--- config.mk ---
export PLATFORM = sky130hd
export DESIGN_NAME = alu_mdu_flat
export DESIGN_NICKNAME = d
export VERILOG_FILES = /design/src/rtl/alu_pkg.sv /design/src/rtl/alu_mdu_if.sv /design/src/rtl/alu_md_iter.sv /design/src/rtl/alu_mdu.sv /design/src/flat_wrapper.sv
export SDC_FILE = /design/constraint.sdc
export NUM_CORES = 1
export LEC_CHECK = 0
export ABC_AREA = 1
export CAP_MARGIN = 15
export CORE_MARGIN = 10
export CORE_UTILIZATION = 35
export CTS_BUF_LIST = sky130_fd_sc_hd__clkbuf_8
export DETAILED_ROUTE_END_ITERATION = 16
export PLACE_DENSITY = 0.62
export SKIP_LAST_GASP = 1
export SLEW_MARGIN = 20
export SYNTH_ARGS = -nofsm -noshare
export SYNTH_HDL_FRONTEND = slang
export SYNTH_HIERARCHICAL = 1
export SYNTH_SLANG_ARGS = --single-unit
--- constraint.sdc ---
create_clock -name clk -period 2.7 [get_ports clk]
set_input_delay 0.405 -clock clk [delete_from_list [all_inputs] [get_ports clk]]
set_output_delay 0.405 -clock clk [all_outputs]
set_load 0.005 [all_outputs]
--- src/rtl/alu_pkg.sv ---
// Shared definitions for the alu_mdu block: operation codes, FSM states and a small op classifier.
package alu_pkg;

  localparam logic [3:0] OP_ADD  = 4'd0;
  localparam logic [3:0] OP_SUB  = 4'd1;
  localparam logic [3:0] OP_AND  = 4'd2;
  localparam logic [3:0] OP_OR   = 4'd3;
  localparam logic [3:0] OP_XOR  = 4'd4;
  localparam logic [3:0] OP_SLT  = 4'd5;
  localparam logic [3:0] OP_SLTU = 4'd6;
  localparam logic [3:0] OP_SLL  = 4'd7;
  localparam logic [3:0] OP_SRL  = 4'd8;
  localparam logic [3:0] OP_SRA  = 4'd9;
  localparam logic [3:0] OP_MULU = 4'd10;
  localparam logic [3:0] OP_DIVU = 4'd11;

  typedef enum logic {
    IDLE = 1'b0,
    ITER = 1'b1
  } state_t;

  // True for the ops that go through the multi-cycle multiply/divide engine.
  function automatic logic is_iter_op(input logic [3:0] op);
    return (op == OP_MULU) || (op == OP_DIVU);
  endfunction

endpackage

--- src/rtl/alu_mdu_if.sv ---
// Handshake and data bus between operand-fetch, the ALU/MDU and writeback.
interface alu_mdu_if #(
  parameter int WIDTH = 32
);

  logic             in_valid;
  logic             in_ready;
  logic [3:0]       op;
  logic [WIDTH-1:0] input_a;
  logic [WIDTH-1:0] input_b;
  logic             out_valid;
  logic             out_ready;
  logic [WIDTH-1:0] result;
  logic [WIDTH-1:0] result_hi;
  logic             busy;

  modport master (
    output in_valid, op, input_a, input_b, out_ready,
    input  in_ready, out_valid, result, result_hi, busy
  );

  modport slave (
    input  in_valid, op, input_a, input_b, out_ready,
    output in_ready, out_valid, result, result_hi, busy
  );

endinterface

--- src/rtl/alu_md_iter.sv ---
// Iterative unsigned multiply (shift-add) and divide (restoring), one step per clock over WIDTH steps.
// The hi/lo register pair holds the running product for MULU, and remainder/quotient for DIVU.
// lo/hi present the value after the current step, so they are final while done is high.
module alu_md_iter #(
  parameter int WIDTH = 32
) (
  input  logic             clk,
  input  logic             reset,
  input  logic             start,
  input  logic             is_div,
  input  logic [WIDTH-1:0] a,
  input  logic [WIDTH-1:0] b,
  output logic             done,
  output logic [WIDTH-1:0] lo,
  output logic [WIDTH-1:0] hi
);

  localparam int SHW = $clog2(WIDTH);
  localparam logic [SHW-1:0] LAST_STEP = SHW'(WIDTH - 1);

  logic             active;
  logic             div_mode;
  logic [SHW-1:0]   count;
  logic [WIDTH-1:0] operand;
  logic [WIDTH-1:0] hi_q;
  logic [WIDTH-1:0] lo_q;
  logic [WIDTH-1:0] hi_d;
  logic [WIDTH-1:0] lo_d;
  logic [WIDTH:0]   mul_sum;
  logic [WIDTH:0]   div_shift;
  logic [WIDTH:0]   div_diff;

  // One multiply or divide step; a clear top bit of div_diff means the trial subtraction did not borrow.
  always_comb begin
    mul_sum   = {1'b0, hi_q} + {1'b0, (lo_q[0] ? operand : {WIDTH{1'b0}})};
    div_shift = {hi_q, lo_q[WIDTH-1]};
    div_diff  = div_shift - {1'b0, operand};
    hi_d      = hi_q;
    lo_d      = lo_q;
    if (div_mode) begin
      if (!div_diff[WIDTH]) begin
        hi_d = div_diff[WIDTH-1:0];
        lo_d = {lo_q[WIDTH-2:0], 1'b1};
      end else begin
        hi_d = div_shift[WIDTH-1:0];
        lo_d = {lo_q[WIDTH-2:0], 1'b0};
      end
    end else begin
      hi_d = mul_sum[WIDTH:1];
      lo_d = {mul_sum[0], lo_q[WIDTH-1:1]};
    end
  end

  assign done = active && (count == LAST_STEP);
  assign lo   = lo_d;
  assign hi   = hi_d;

  // Load operands on start, then advance one step per clock until the last step completes.
  always_ff @(posedge clk) begin
    if (reset) begin
      active   <= 1'b0;
      div_mode <= 1'b0;
      count    <= '0;
      operand  <= '0;
      hi_q     <= '0;
      lo_q     <= '0;
    end else if (start) begin
      active   <= 1'b1;
      div_mode <= is_div;
      count    <= '0;
      operand  <= is_div ? b : a;
      hi_q     <= '0;
      lo_q     <= is_div ? a : b;
    end else if (active) begin
      hi_q  <= hi_d;
      lo_q  <= lo_d;
      count <= count + 1'b1;
      if (done) begin
        active <= 1'b0;
      end
    end
  end

endmodule

--- src/rtl/alu_mdu.sv ---
// Registered ALU with single-cycle ops plus iterative MULU/DIVU, valid/ready on both sides.
// Results are held in the output register until the consumer takes them.
module alu_mdu #(
  parameter int WIDTH = 32
) (
  input logic      clk,
  input logic      reset,
  alu_mdu_if.slave bus
);

  import alu_pkg::*;

  localparam int SHW = $clog2(WIDTH);

  state_t           state;
  logic             accept;
  logic             start_iter;
  logic             iter_done;
  logic [WIDTH-1:0] iter_lo;
  logic [WIDTH-1:0] iter_hi;
  logic [WIDTH-1:0] single_res;
  logic [SHW-1:0]   shamt;

  assign bus.in_ready = (state == IDLE) && (!bus.out_valid || bus.out_ready);
  assign accept       = bus.in_valid && bus.in_ready;
  assign start_iter   = accept && is_iter_op(bus.op);

  alu_md_iter #(
    .WIDTH (WIDTH)
  ) u_iter (
    .clk    (clk),
    .reset  (reset),
    .start  (start_iter),
    .is_div (bus.op == OP_DIVU),
    .a      (bus.input_a),
    .b      (bus.input_b),
    .done   (iter_done),
    .lo     (iter_lo),
    .hi     (iter_hi)
  );

  // Single-cycle result mux; reserved codes and the iterative ops produce zero here.
  always_comb begin
    shamt      = bus.input_b[SHW-1:0];
    single_res = '0;
    case (bus.op)
      OP_ADD:  single_res = bus.input_a + bus.input_b;
      OP_SUB:  single_res = bus.input_a - bus.input_b;
      OP_AND:  single_res = bus.input_a & bus.input_b;
      OP_OR:   single_res = bus.input_a | bus.input_b;
      OP_XOR:  single_res = bus.input_a ^ bus.input_b;
      OP_SLT:  single_res = {{(WIDTH-1){1'b0}}, ($signed(bus.input_a) < $signed(bus.input_b))};
      OP_SLTU: single_res = {{(WIDTH-1){1'b0}}, (bus.input_a < bus.input_b)};
      OP_SLL:  single_res = bus.input_a << shamt;
      OP_SRL:  single_res = bus.input_a >> shamt;
      OP_SRA:  single_res = $signed(bus.input_a) >>> shamt;
      default: single_res = '0;
    endcase
  end

  // Control FSM and output register: accept, iterate, hold under backpressure, release on consume.
  always_ff @(posedge clk) begin
    if (reset) begin
      state         <= IDLE;
      bus.out_valid <= 1'b0;
      bus.result    <= '0;
      bus.result_hi <= '0;
      bus.busy      <= 1'b0;
    end else begin
      case (state)
        IDLE: begin
          if (start_iter) begin
            state         <= ITER;
            bus.busy      <= 1'b1;
            bus.out_valid <= 1'b0;
          end else if (accept) begin
            bus.result    <= single_res;
            bus.result_hi <= '0;
            bus.out_valid <= 1'b1;
          end else if (bus.out_ready) begin
            bus.out_valid <= 1'b0;
          end
        end
        ITER: begin
          if (iter_done) begin
            state         <= IDLE;
            bus.busy      <= 1'b0;
            bus.result    <= iter_lo;
            bus.result_hi <= iter_hi;
            bus.out_valid <= 1'b1;
          end
        end
      endcase
    end
  end

endmodule

--- src/flat_wrapper.sv ---
// flat-port wrapper written by rule: the top's interface ports become plain ports
module alu_mdu_flat import alu_pkg::*;
#(
  parameter int WIDTH = 32
)
  (clk, reset, bus_in_valid, bus_op, bus_input_a, bus_input_b, bus_out_ready, bus_in_ready, bus_out_valid, bus_result, bus_result_hi, bus_busy);
  alu_mdu_if #(.WIDTH(WIDTH)) bus_i ();
  input logic clk;
  input logic reset;
  input wire logic [$bits(bus_i.in_valid)-1:0] bus_in_valid;
  input wire logic [$bits(bus_i.op)-1:0] bus_op;
  input wire logic [$bits(bus_i.input_a)-1:0] bus_input_a;
  input wire logic [$bits(bus_i.input_b)-1:0] bus_input_b;
  input wire logic [$bits(bus_i.out_ready)-1:0] bus_out_ready;
  output wire logic [$bits(bus_i.in_ready)-1:0] bus_in_ready;
  output wire logic [$bits(bus_i.out_valid)-1:0] bus_out_valid;
  output wire logic [$bits(bus_i.result)-1:0] bus_result;
  output wire logic [$bits(bus_i.result_hi)-1:0] bus_result_hi;
  output wire logic [$bits(bus_i.busy)-1:0] bus_busy;
  assign bus_i.in_valid = bus_in_valid;
  assign bus_i.op = bus_op;
  assign bus_i.input_a = bus_input_a;
  assign bus_i.input_b = bus_input_b;
  assign bus_i.out_ready = bus_out_ready;
  assign bus_in_ready = bus_i.in_ready;
  assign bus_out_valid = bus_i.out_valid;
  assign bus_result = bus_i.result;
  assign bus_result_hi = bus_i.result_hi;
  assign bus_busy = bus_i.busy;
  alu_mdu #(.WIDTH(WIDTH)) u_core (.clk(clk), .reset(reset), .bus(bus_i));
endmodule
==> Word-level counts from Yosys, hierarchy flattened <==
Cells that the tools add are included.
W data, S select, Z words.
{ "totals": {"wordCells": 86, "out_inout_bits": 67, "input_bits": 72, "reg_bits": 170} }
{ "op_classes": {"n_lt_le_gt_ge": 2, "n_mux": 31, "n_bitwise": 4, "reduce_logical": 13, "addsub": 5, "shift": 3, "n_eq_ne": 17} }
{ "ops": {"columns": ["cell", "n"], "rows": [
  ["$mux W32", 14],
  ["$pmux W32 S10", 1],
  ["$pmux W32 S2", 2],
  ["$lt A32 B32 Y1", 2],
  ["$add A32 B32 Y33", 1],
  ["$sub A33 B32 Y33", 1],
  ["$add A32 B32 Y32", 1],
  ["$and A32 B32 Y32", 1],
  ["$or A32 B32 Y32", 1],
  ["$shl A32 B5 Y32", 1],
  ["$shr A32 B5 Y32", 1],
  ["$sshr A32 B5 Y32", 1],
  ["$sub A32 B32 Y32", 1],
  ["$xor A32 B32 Y32", 1],
  ["$eq A4 B3 Y1 const B", 4],
  ["$eq A4 B4 Y1 const B", 4],
  ["$mux W1", 11],
  ["$eq A4 B2 Y1 const B", 2],
  ["$pmux W1 S2", 3],
  ["$add A5 B1 Y5 const B", 1],
  ["$eq A5 B5 Y1 const B", 1],
  ["$eq A4 B1 Y1 const B", 1],
  ["$logic_and A1 B1 Y1", 4],
  ["$logic_not A4 Y1", 1],
  ["other kinds (10)", 14]
]} }

==> Logic depth before layout (Yosys ltp) <==
{ "depth": {"depth_word": 7, "ltp_mapped": 21} }

==> Hierarchy <==
The synthesis kept the hierarchy.
{ "modules_own_cells": {"columns": ["module", "instances", "seq_area_each_um2", "area_each_um2", "cells_per_inst"], "rows": [
  ["alu_mdu", 1, 1341.3, 12842.3, 2442],
  ["alu_md_iter", 1, 2062.0, 10690.3, 1924]
]} }

==> Worst setup path before layout <==
No wires, ideal clock.
{ "synth_path": {"path_kind": "input -> register", "from": "in bus_input_b[2]", "to": "reg u_core.bus.result[31]", "slack_ps": 176, "n_path_buf": 4, "t_arrival_ps": 2405, "path_stages": 20, "required_ps": 2581, "cell_sequence": "buf_2 > inv_2 > buf_2 > buf_4 > ha_1 > buf_4 > nor2_1 > nand2_1 > nand3_1 > nand2_1 > nand2_1 > nand2_1 > nand2_1 > nand2_1 > nand2_1 > nand2_1 > nand3_1 > nand3_1 > nand2_1 > a21oi_1"} }
{ "synth_between": {"elab_chain_cells": 5, "elab_cells_between_ends": 9, "cone_classes": "add/sub: 2; shift: 3; mux: 4"} }
{ "synth_lines": {"columns": ["element", "line_no", "text"], "rows": [
  ["from (decl)", "flat_wrapper.sv:13", "input wire logic [$bits(bus_i.input_b)-1:0] bus_input_b;"],
  ["$sub A32 B32 Y32, or another cell as far along", "alu_mdu.sv:48", "OP_SUB: single_res = bus.input_a - bus.input_b;"],
  ["$pmux W32 S10 (*)", "alu_mdu.sv:46", "case (bus.op)"],
  ["$mux W32 (*)", "alu_mdu.sv:76", "end else if (accept) begin"],
  ["$mux W32 (*)", "alu_mdu.sv:72", "if (start_iter) begin"],
  ["$pmux W32 S2 (*)", "alu_mdu.sv:70", "case (state)"],
  ["to (signal assigned)", "alu_mdu.sv:77", "bus.result <= single_res;"],
  ["to (signal assigned)", "alu_mdu.sv:88", "bus.result <= iter_lo;"],
  ["to (decl)", "alu_mdu_if.sv:24", "output in_ready, out_valid, result, result_hi, busy"]
]} }
Mark *: on every way between the ends. The rest lies on a longest branch, timed or not. The select of a mux whose other input is x is not followed.
A chain may end at the register's enable or synchronous reset.

==> Worst setup path after layout <==
{ "layout_path": {"from": "reg u_core.u_iter.lo_q[31]", "to": "reg u_core.bus.result_hi[10]"} }
{ "layout_between": {"elab_chain_cells": 5} }
{ "layout_lines": {"columns": ["element", "line_no", "text"], "rows": [
  ["from (decl)", "alu_md_iter.sv:26", "logic [WIDTH-1:0] lo_q;"],
  ["from (signal assigned)", "alu_md_iter.sv:73", "lo_q <= is_div ? a : b;"],
  ["from (signal assigned)", "alu_md_iter.sv:76", "lo_q <= lo_d;"],
  ["$sub A33 B32 Y33", "alu_md_iter.sv:37", "div_diff = div_shift - {1'b0, operand};"],
  ["$mux W32", "alu_md_iter.sv:41", "if (!div_diff[WIDTH]) begin"],
  ["$mux W32", "alu_md_iter.sv:40", "if (div_mode) begin"],
  ["via u_core.iter_hi[10]", "alu_mdu.sv:20", "logic [WIDTH-1:0] iter_hi;"],
  ["$mux W32", "alu_mdu.sv:85", "if (iter_done) begin"],
  ["$pmux W32 S2", "alu_mdu.sv:70", null],
  ["to (signal assigned)", "alu_mdu.sv:89", "bus.result_hi <= iter_hi;"],
  ["to (decl)", "alu_mdu_if.sv:24", null]
]} }
The timed path passes the listed nets, and every way through them passes these cells. The select of a mux whose other input is x is not followed.

==> flow_metrics.tcl <==
set metrics [dict create \
    holdWs_ns 0.468 \
    portBuffers 138 \
    die_w_um 279 \
    grt_pass1_wl_mm 197 \
    numCtsBuffers 17 \
    post-place-ws_ns -0.692 \
    coreArea_um2 66900 \
    ctsHoldBuffers 0 \
    fmax_mhz 367 \
    rsz0062_at_grt "yes" \
    crit_path_max_fanout 7 \
    drc 0 \
    grt_pass1_vias 29800 \
    die_h_um 279 \
    fillCellCount 7260 \
    total_power_mw 11.5 \
    area_delta_synth_final_pct 40.0 \
    synth_top_flop_cell "dfxtp_1" \
    synth_edf_count 0 \
    syn-num-nets 4608 \
    worstSetupEndpointType "flip-flop" \
    ff_latch_area_um2 3410 \
    required_ns 3.08 \
    clockRootBuffer "clkbuf_8" \
    ir_drop_mv 0.322 \
    power.density_nw_per_um2 350 \
    grt_usage_pct 34.1 \
    path_class "flip-flop to flip-flop" \
    cap_violations 0 \
    finalHoldViolations 0 \
    arrival_ns 3.11 \
    grt_max_degree 75 \
    start_util_pct 35.2 \
    insertion_delay_ns 0.55 \
    synth_area_leaders "nand2_1 (23%), dfxtp_1 (14%), nand3_1 (11%), inv_1 (10%), ha_1 (8.8%)" \
    slew-limit-headroom_pct 25.5 \
    timing.final.ws_setup_ns -0.0257 \
    dieArea_um2 78000 \
    ys_ff_latch 170 \
    num-nets-final 5345 \
    overflow 0 \
    finalSetupViolCount 12 \
    violations "negative setup slack" \
    drive_gt1_share_pct 21.8 \
    synth_seq_area_share_pct 14.5 \
    rows 95 \
    synth.top_cell.area_share_pct 23.1 \
    tightest_slew_ns 1.12 \
    cts_tree "yes" \
    antenna_found_initial 8 \
    first_pass_iters 6 \
    clkSlewWorstSetupHoldPaths_ns 0.13 \
    io_pins 139 \
    synth_area_leader_cell "nand2_1" \
    routabilityCongestion 1.09 \
    dr_total_vias 32500 \
    ant_nets 0 \
    synth_cell_type_count 52 \
    drt-initial-drc-count 4029 \
    finClkSkew_ns 0.0251 \
    viasPerCell 5.43 \
    fin_util_pct 49.2 \
    wl_per_cell_um 23.2 \
    synth_warnings 6 \
    outcome "finished with violations" \
    drv_slew 0 \
    syn_area_um2 23500 \
    p_leak_nw 17.7 \
    start_kind "flip-flop" \
    post_synth.cell_area_avg_um2 5.39 \
    fin_crit_ns 2.73 \
    hold_path_class "flip-flop to flip-flop" \
    syn_inst 4366 \
    postRouteWirelength_mm 139 \
    r2r_setup_slack_ns -0.03 \
    synthArstFlopShare_pct 0 \
    htree_levels 4 \
    multiInputGateArea_um2 17700 \
    period_share_pct 101 \
    ctsLongestPathBuffers 2 \
    dp_hpwl_mm 115 \
    clkSinkCount 170 \
]
==> cell type report <==
type                            instances  area share (%)
Inverter                              673            7.69
Timing Repair Buffer                  912            23.5
Antenna cell                            4          0.0304
Tap cell                              873            3.31
Clock buffer                           17           0.710
Multi-Input combinational cell       3329            53.8
Sequential cell                       170            10.4
Clock inverter                         15           0.627
==> where the power goes <==
group / internal [mW] / switching (mW)
Combinational: 2.61 / 3.99
Clock: 0.743 / 1.38
Sequential: 2.63 / 0.179
Total: 5.98 / 5.55
==> sequential cells by signal (all words and copies together), names as in the netlist <==
name and count:
u_core/bus.result_hi 32, u_core/u_iter/lo_q 32, u_core/u_iter/hi_q 32, u_core/state 1, u_core/bus.out_valid 1, u_core/u_iter/active 1
u_core/bus.busy 1, u_core/u_iter/count 5, u_core/u_iter/operand 32, u_core/bus.result 32, u_core/u_iter/div_mode 1
==> stage by stage <==
stage          cell area [um2]  instances  setup TNS [ns]
2_1_floorplan            23500       4366               0
4_1_cts                  31800       5978         -0.0577
3_3_place_gp             31200       5942          -41.64
3_5_place_dp             31200       5942          -44.05
5_1_grt                  32900       5990           -3.84
6_report                 33000       5993          -0.190
==> kinds of logic (layout without fill, tap and decap cells) <==
family / after synthesis / in the layout / share of synthesized area (%)
other: 0 / 4 / 0
buffers and inverters: 867 / 1617 / 14.8
DFF: 170 / 170 / 14.5
xor gates and xnor gates: 30 / 30 / 1.12
and+or+nand+nor: 2410 / 2410 / 43.6
adders and majority gates: 170 / 170 / 9.17
AOI/OAI and AO/OA: 719 / 719 / 16.8
==> critical path: stages, from the launching register on <==
cell and delay [ns]:
dfxtp_2 0.38, inv_4 0.05, ha_4 0.16, fa_2 0.38, inv_2 0.08, nand2_1 0.05
nand2_1 0.07, nand3_1 0.09, nand2_2 0.10, nand2_2 0.07, nand2_4 0.10, nand2_4 0.09
nand2_4 0.10, nand2_4 0.07, nand2_8 0.13, buf_12 0.15, clkbuf_16 0.14, nand2_1 0.05
nand3_2 0.07, nand2_1 0.06, nand3_1 0.08, a21oi_1 0.07
==> worst paths after layout <==
check | from | depth (start not counted) | endpoint
hold reg to reg | u_core/bus.result_hi[3] | 2 | u_core/bus.result_hi[3]
setup reg to reg | u_core/u_iter/lo_q[31] | 21 | u_core/bus.result_hi[10]
setup / recovery | u_core/u_iter/lo_q[31] | 21 | u_core/bus.result_hi[10]
hold / removal | u_core/bus.result_hi[3] | 2 | u_core/bus.result_hi[3]
==> Yosys cell counts, types with 14 or more instances <==
cell and instances:
o21ai_1 15, o22ai_1 53, buf_4 15, nand2_1 1448, nor2_1 270, inv_2 20
xor2_1 16, ha_1 166, inv_1 647, clkbuf_1 81, nand3_2 15, o21ai_0 212
dfxtp_1 170, buf_1 20, xnor2_1 14, nand3_1 524, o21bai_1 19, nand4_1 43
nor3_1 38, nand3b_1 23, a21oi_1 333, o211ai_1 53, buf_2 66
==> metal layers <==
layer	routed length, um	up-vias	track usage [%]	share of wire (%)
li1	-	15500	-	-
met1	59200	15100	46.1	43
met2	57300	1633	50.3	41
met3	14600	291	7.65	11
met4	7600	14	16.2	5.5
met5	268	-	0	0.19
==> layout by cell type (no fill, tap or decap), types with 8 or more instances in the layout <==
cell | synthesis | routed
nand2_1 | 1448 | 1395
buf_4 | 15 | 730
inv_1 | 647 | 639
nand3_1 | 524 | 504
a21oi_1 | 333 | 298
nor2_1 | 270 | 229
o21ai_0 | 212 | 195
dfxtp_1 | 170 | 162
ha_1 | 166 | 125
clkdlybuf4s50_1 | 0 | 122
o22ai_1 | 53 | 53
o211ai_1 | 53 | 53
nand2_2 | 12 | 52
nand4_1 | 43 | 43
a21oi_2 | 6 | 41
nor2_2 | 7 | 41
buf_12 | 0 | 39
nand3_2 | 15 | 34
ha_4 | 0 | 28
nor3_1 | 38 | 27
inv_2 | 20 | 26
o21ai_1 | 15 | 26
nand3b_1 | 23 | 23
clkbuf_8 | 0 | 17
o21bai_1 | 19 | 17
xor2_1 | 16 | 16
xnor2_1 | 14 | 14
ha_2 | 0 | 13
nand2_4 | 2 | 13
and2_1 | 12 | 12
nor3_2 | 1 | 11
dlymetal6s2s_1 | 0 | 10
nor2_4 | 3 | 10
dfxtp_2 | 0 | 8
a21o_1 | 8 | 8
==> timing repair <==
item	CTS	global route
buffers inserted	3	10
cloned	1	2
gates resized for setup	59	241
setup endpoints to repair	71	85
pin swaps	9	63
Power figures use the tool's default switching activity.
